**src/rtl/fw_wishbone_sram_ctrl_pkg.sv**
```systemverilog
// Shared types and AMO opcodes for the Wishbone SRAM controller.
// amo_supported() tells legal read-modify-write codes from reserved ones.
package fw_wishbone_sram_ctrl_pkg;

  typedef enum logic [2:0] {
    IDLE,
    READ,
    RWAIT,
    AMO_WB,
    WRITE,
    ERR
  } state_t;

  localparam logic [3:0] AMO_NONE = 4'd0;
  localparam logic [3:0] AMO_SWAP = 4'd1;
  localparam logic [3:0] AMO_ADD  = 4'd2;
  localparam logic [3:0] AMO_AND  = 4'd3;
  localparam logic [3:0] AMO_OR   = 4'd4;
  localparam logic [3:0] AMO_XOR  = 4'd5;
  localparam logic [3:0] AMO_MAXS = 4'd6;
  localparam logic [3:0] AMO_MINS = 4'd7;
  localparam logic [3:0] AMO_MAXU = 4'd8;
  localparam logic [3:0] AMO_MINU = 4'd9;

  function automatic logic amo_supported(
    input logic [3:0] tgc
  );
    return (tgc >= AMO_SWAP) && (tgc <= AMO_MINU);
  endfunction

endpackage

```
**src/rtl/fw_wishbone_amo_alu.sv**
```systemverilog
// Combinational AMO datapath: new memory value from old value and operand.
// Unknown opcodes leave memory as it was.
module fw_wishbone_amo_alu
  import fw_wishbone_sram_ctrl_pkg::*;
#(
  parameter int DAT_WIDTH = 32
) (
  input  logic [3:0]           op,
  input  logic [DAT_WIDTH-1:0] mem,
  input  logic [DAT_WIDTH-1:0] opnd,
  output logic [DAT_WIDTH-1:0] result
);

  logic gt_s;
  logic gt_u;

  assign gt_s = $signed(mem) > $signed(opnd);
  assign gt_u = mem > opnd;

  always_comb begin
    result = mem;
    unique case (op)
      AMO_SWAP: result = opnd;
      AMO_ADD:  result = mem + opnd;
      AMO_AND:  result = mem & opnd;
      AMO_OR:   result = mem | opnd;
      AMO_XOR:  result = mem ^ opnd;
      AMO_MAXS: result = gt_s ? mem : opnd;
      AMO_MINS: result = gt_s ? opnd : mem;
      AMO_MAXU: result = gt_u ? mem : opnd;
      AMO_MINU: result = gt_u ? opnd : mem;
      default:  result = mem;
    endcase
  end

endmodule

```
**src/rtl/fw_wishbone_sram_ctrl_amo.sv**
```systemverilog
// Wishbone classic target driving one byte-enabled synchronous SRAM,
// with range check, cycle abort and AMO read-modify-write.
module fw_wishbone_sram_ctrl_amo
  import fw_wishbone_sram_ctrl_pkg::*;
#(
  parameter int ADR_WIDTH  = 32,
  parameter int DAT_WIDTH  = 32,
  parameter int MEM_DEPTH  = 0,
  parameter int RD_LATENCY = 1
) (
  input  logic                   clock,
  input  logic                   reset,
  input  logic [ADR_WIDTH-1:0]   t_adr,
  input  logic [DAT_WIDTH-1:0]   t_dat_w,
  output logic [DAT_WIDTH-1:0]   t_dat_r,
  input  logic                   t_cyc,
  input  logic                   t_stb,
  input  logic                   t_we,
  input  logic [DAT_WIDTH/8-1:0] t_sel,
  input  logic [3:0]             t_tgc,
  output logic                   t_ack,
  output logic                   t_err,
  output logic [ADR_WIDTH-1:0]   i_addr,
  output logic                   i_read_en,
  output logic                   i_write_en,
  output logic [DAT_WIDTH/8-1:0] i_byte_en,
  output logic [DAT_WIDTH-1:0]   i_write_data,
  input  logic [DAT_WIDTH-1:0]   i_read_data
);

  localparam int SEL_W = DAT_WIDTH / 8;
  localparam int SHIFT = $clog2(SEL_W);

  state_t               state;
  logic [ADR_WIDTH-1:0] word_q;
  logic [DAT_WIDTH-1:0] dat_q;
  logic [SEL_W-1:0]     sel_q;
  logic [3:0]           tgc_q;
  logic                 cnt;
  logic [DAT_WIDTH-1:0] old_q;
  logic [DAT_WIDTH-1:0] new_q;
  logic [DAT_WIDTH-1:0] alu_result;

  logic [ADR_WIDTH-1:0] word_in;
  logic                 range_err;
  logic                 tgc_err;
  logic                 sel_err;
  logic                 req_err;

  assign word_in   = t_adr >> SHIFT;
  assign range_err = (MEM_DEPTH != 0) &&
                     (64'(word_in) >= 64'(MEM_DEPTH));
  assign tgc_err   = (t_tgc != AMO_NONE) && !amo_supported(t_tgc);
  assign sel_err   = (t_tgc != AMO_NONE) && (t_sel != '1);
  assign req_err   = range_err || tgc_err || sel_err;
  assign i_addr    = word_q;

  fw_wishbone_amo_alu #(
    .DAT_WIDTH(DAT_WIDTH)
  ) u_alu (
    .op    (tgc_q),
    .mem   (i_read_data),
    .opnd  (dat_q),
    .result(alu_result)
  );

  always_ff @(posedge clock or posedge reset) begin
    if (reset) begin
      state  <= IDLE;
      word_q <= '0;
      dat_q  <= '0;
      sel_q  <= '0;
      tgc_q  <= '0;
      cnt    <= 1'b0;
      old_q  <= '0;
      new_q  <= '0;
    end else begin
      unique case (state)
        IDLE: begin
          if (t_cyc && t_stb) begin
            word_q <= word_in;
            dat_q  <= t_dat_w;
            sel_q  <= t_sel;
            tgc_q  <= t_tgc;
            if (req_err)                state <= ERR;
            else if (t_tgc != AMO_NONE) state <= READ;
            else if (t_we)              state <= WRITE;
            else                        state <= READ;
          end
        end
        READ: begin
          cnt   <= (RD_LATENCY > 1);
          state <= t_cyc ? RWAIT : IDLE;
        end
        RWAIT: begin
          if (!t_cyc) begin
            state <= IDLE;
          end else if (cnt) begin
            cnt <= 1'b0;
          end else if (tgc_q != AMO_NONE) begin
            old_q <= i_read_data;
            new_q <= alu_result;
            state <= AMO_WB;
          end else begin
            state <= IDLE;
          end
        end
        AMO_WB:  state <= IDLE;
        WRITE:   state <= IDLE;
        ERR:     state <= IDLE;
        default: state <= IDLE;
      endcase
    end
  end

  // Strobes and ack are gated by t_cyc so a dropped cycle aborts at once.
  always_comb begin
    t_ack        = 1'b0;
    t_err        = 1'b0;
    t_dat_r      = '0;
    i_read_en    = 1'b0;
    i_write_en   = 1'b0;
    i_byte_en    = '0;
    i_write_data = '0;
    unique case (state)
      READ: begin
        if (t_cyc) begin
          i_read_en = 1'b1;
          i_byte_en = '1;
        end
      end
      RWAIT: begin
        if (t_cyc && !cnt && tgc_q == AMO_NONE) begin
          t_ack   = 1'b1;
          t_dat_r = i_read_data;
        end
      end
      AMO_WB: begin
        if (t_cyc) begin
          i_write_en   = 1'b1;
          i_byte_en    = '1;
          i_write_data = new_q;
          t_ack        = 1'b1;
          t_dat_r      = old_q;
        end
      end
      WRITE: begin
        if (t_cyc) begin
          i_write_en   = 1'b1;
          i_byte_en    = sel_q;
          i_write_data = dat_q;
          t_ack        = 1'b1;
        end
      end
      ERR:     t_err = 1'b1;
      default: ;
    endcase
  end

endmodule

```
**config.mk**
```make
export PLATFORM = sky130hd
export DESIGN_NAME = fw_wishbone_sram_ctrl_amo
export DESIGN_NICKNAME = d
export VERILOG_FILES = /design/src/rtl/fw_wishbone_sram_ctrl_pkg.sv /design/src/rtl/fw_wishbone_amo_alu.sv /design/src/rtl/fw_wishbone_sram_ctrl_amo.sv
export SDC_FILE = /design/constraint.sdc
export NUM_CORES = 1
export LEC_CHECK = 0
export BUFFER_PORTS_ARGS = -buffer_cell sky130_fd_sc_hd__buf_2
export CAP_MARGIN = 25
export CORE_ASPECT_RATIO = 1.1
export CORE_MARGIN = 5
export CORE_UTILIZATION = 26
export CTS_CLUSTER_DIAMETER = 200
export DETAILED_ROUTE_END_ITERATION = 10
export SLEW_MARGIN = 20
export SYNTH_ARGS = -nofsm -noshare
export SYNTH_HDL_FRONTEND = slang
export SYNTH_SLANG_ARGS = --single-unit
```
**constraint.sdc**
```tcl
create_clock -name clock -period 4.03 [get_ports clock]
set_input_delay 0 -clock clock [delete_from_list [all_inputs] [get_ports clock]]
set_output_delay 0 -clock clock [all_outputs]
set_load 0.005 [all_outputs]
```
==> impl_metrics.py <==
metrics = {
    "flow_run": {
        "cap_violations": 0,
    },
    "hold_path": {
        "min_path_type": "in2reg",
        "min_to": "state[0]",
        "hold_depth": 4,
        "min_from": "t_stb",
    },
    "route": {
        "drtPass1Iterations": 7,
        "via_per_inst": 5.25,
        "totalWireLength_um": 41500,
        "drtIter0Drc": 1025,
        "post_drt_wl_per_cell_um": 19.7,
        "ant_nets": 0,
        "routed-via-count": 11100,
        "drc": 0,
    },
    "finish": {
        "final_util_pct": 34.4,
        "drive_above_1_share_pct": 25.4,
        "syn2layout_area_growth_pct": 31.9,
        "seq_area_um2": 3430,
        "multiInputGateArea_um2": 6880,
        "nFillCells": 4378,
        "finalNetCount": 1730,
    },
    "clock_tree": {
        "h-tree-depth": 4,
        "tritoncts": "built",
        "clockBufferDepth": 2,
        "cts_buffers": 17,
        "cts-root-buf": "clkbuf_16",
        "path_clk_slew_ns": 0.07,
        "ctsResizeCount": 0,
        "cts_sinks": 137,
        "clkLatencyLatePin_ns": 0.45,
    },
    "setup_path": {
        "timing.rr.end": "new_q[3]",
        "reg2reg_from": "dat_q[29]",
        "cp_max_fo": 9,
        "crit_path_cell_trace": "inv_1 -> ha_1 -> nor2_1 -> a221oi_2 -> o21bai_1 -> nor4_4 -> nand2b_1 -> nand4_1 -> a21oi_1 -> nor4b_1 -> o31ai_1",
        "crit_buf_inv": 1,
        "worst-endpoint-arrival_ns": 4.11,
        "rr_worst_depth": 11,
        "slowest_delay_ns": 0.68,
        "path_class": "reg2reg",
        "slowest_stage": "a21oi_1",
        "reg2reg_slack_ns": 0.27,
        "critPathLaunchType": "flop",
        "crit_required_ns": 4.38,
        "crit_family": "compound AO/OA/AOI/OAI gates",
        "end_kind": "flop",
    },
    "grt": {
        "grt_max_degree": 93,
        "grtUsageTotal_pct": 17.6,
        "use_met1_pct": 22.9,
        "grt.busiest_layer": "met2",
        "gr-usage-met2_pct": 29.4,
        "grt_pass1_wl_um": 64700,
        "first_global_vias": 11400,
        "grt_antenna_before_repair": 1,
        "gr-total-overflow": 0,
        "use_met3_pct": 3.89,
    },
    "sta": {
        "skew_ns": 0.0105,
        "tightest_slew_ns": 0.940,
        "tns_ns": 0,
        "setup_viol": 0,
        "fmaxAchievable_ghz": 0.266,
        "finalHoldViolCount": 0,
        "period_needed_ns": 3.76,
        "fin_crit_sh_pct": 93.4,
        "drv_slew": 0,
        "relSlewSlack_pct": 37.4,
        "rsz0062_at_grt": "no",
    },
    "floorplan": {
        "die_h_um": 225,
        "dieArea_um2": 46400,
        "die_x_um": 206,
        "io_pins": 213,
        "row_count": 79,
        "start_util_pct": 26.1,
        "core_um2": 42000,
    },
    "power_and_ir_drop": {
        "p_per_area_nw_per_um2": 536,
        "p_leak_nw": 6.77,
        "vdd_ir_drop_max_uv": 313,
    },
    "logic_synthesis": {
        "yosysMostFrequentCell": "nand2_1",
        "synth-main-ff-cell": "dfrtp_1",
        "synth.top_cells.by_area": "dfrtp_1 31%, ha_1 11%, mux2_2 7.3%",
        "synth-async-reset-ratio_pct": 100,
        "synth.avg_cell_area_um2": 8.83,
        "synth_area_um2": 11000,
        "synth_edf_count": 0,
        "ys_ff_latch": 137,
        "yosysWarnings": 0,
        "yosys.cell_types.count": 83,
        "ys_seq_area_share_pct": 31.2,
        "yosys.area.top_type": "dfrtp_1",
        "synthCells": 1243,
        "synth.top_cell.area_share_pct": 31.2,
        "ys_top_cells_by_count": "141 x nand2_1, 137 x dfrtp_1, 96 x ha_1",
    },
    "outcome": {
        "status": "finished clean",
    },
    "placement": {
        "dp_hpwl_um": 29000,
        "io_buffer_count": 208,
        "gp_congestion": 0.909,
    },
}
layout make-up:
| type | count | share of cell area, % |
|---|---|---|
| Tap cell | 567 | 4.90 |
| Antenna cell | 1 | 0.0173 |
| Inverter | 86 | 2.27 |
| Multi-Input combinational cell | 925 | 47.6 |
| Clock inverter | 14 | 1.54 |
| Sequential cell | 137 | 23.7 |
| Timing Repair Buffer | 357 | 17.1 |
| Clock buffer | 18 | 2.97 |
worst max path at each step:
stage | from | to | slack (ns) | depth (start not counted)
2_1_floorplan | reset | dat_q[0] | 0.36 | 1
3_3_place_gp | dat_q[29] | new_q[13] | 0.47 | 12
3_5_place_dp | dat_q[29] | new_q[13] | 0.34 | 12
4_1_cts | dat_q[29] | new_q[13] | 0.31 | 12
5_1_grt | dat_q[25] | new_q[3] | 0.05 | 11
6_report | dat_q[29] | new_q[3] | 0.27 | 11
report_power, final:
part / leakage, nW / internal [mW] / switching, mW
Clock: 0.311 / 1.10 / 0.698
Combinational: 4.77 / 1.60 / 2.10
Sequential: 1.69 / 1.84 / 0.413
Total: 6.77 / 4.54 / 3.21
routing by layer:
| layer | share of wire (%) | vias up |
|---|---|---|
| met2 | 48 | 427 |
| met3 | 6.9 | 61 |
| met4 | 2.2 | 0 |
| met5 | 0 | - |
| li1 | - | 5179 |
| met1 | 43 | 5383 |
state kept, by name (all words and copies together), names as in the netlist:
signal / cells
dat_q: 32
new_q: 32
old_q: 32
i_addr: 30
sel_q: 4
tgc_q: 4
state: 3
metrics by stage:
| stage | setup slack [ns] | area [µm²] | hold slack (ns) | power, mW | std cells |
|---|---|---|---|---|---|
| 4_1_cts | 0.306 | 14500 | 0.0436 | 7.76 | 2104 |
| 6_report | 0.266 | 14500 | 0.0796 | 7.75 | 2105 |
| 5_1_grt | 0.0504 | 14500 | 0.112 | 8.32 | 2105 |
| 3_3_place_gp | 0.469 | 12800 | 0.174 | 5.72 | 1967 |
| 3_5_place_dp | 0.344 | 12800 | 0.168 | 5.82 | 1968 |
| 2_1_floorplan | 0.362 | 11000 | 0.116 | 4.71 | 1244 |
kinds of logic after synthesis:
| family | count (synthesis) | share of synthesized area (%) |
|---|---|---|
| AO/OA/AOI/OAI | 418 | 27.7 |
| AND/OR/NAND/NOR | 321 | 14.7 |
| buffers and inverters | 182 | 6.60 |
| flip-flops | 137 | 31.2 |
| adder cells (fa/ha/maj) | 97 | 11.1 |
| multiplexers | 72 | 7.38 |
| XOR/XNOR | 15 | 1.20 |
| other | 1 | 0.0342 |
cells in the final DEF (no fill, tap or decap), drive strengths merged, types with 7 or more instances in the layout:
cell type | Yosys | layout
nand3b | 7 | 7
buf | 31 | 253
o21bai | 7 | 7
and3 | 11 | 11
a21oi | 65 | 65
ha | 96 | 96
xnor2 | 11 | 11
a31oi | 14 | 14
a222oi | 16 | 16
clkbuf | 65 | 18
a21o | 23 | 23
nor2 | 51 | 51
nor4 | 9 | 9
nand4 | 15 | 15
mux2 | 71 | 71
nand2 | 142 | 142
nand3 | 25 | 25
a22o | 65 | 65
o31ai | 11 | 11
nor3 | 14 | 14
nor2b | 16 | 16
inv | 86 | 87
dfrtp | 137 | 137
o2111ai | 10 | 10
o211ai | 20 | 20
a221oi | 28 | 28
o21ai | 82 | 82
dlygate4sd3 | 0 | 104
a211oi | 9 | 9
a32oi | 8 | 8
repair_timing:
action / CTS / global route
buffers inserted: 0 / 0
hold buffers: 104 / 0
endpoints found under the hold margin: 199 / 0
tightest hold or removal path, delay by kind of cell:
family | cells | cell delay (ns)
compound gates | 1 | 0.15
buf+inv | 1 | 0.12
simple gates | 2 | 0.22
Power figures use the tool's default switching activity.
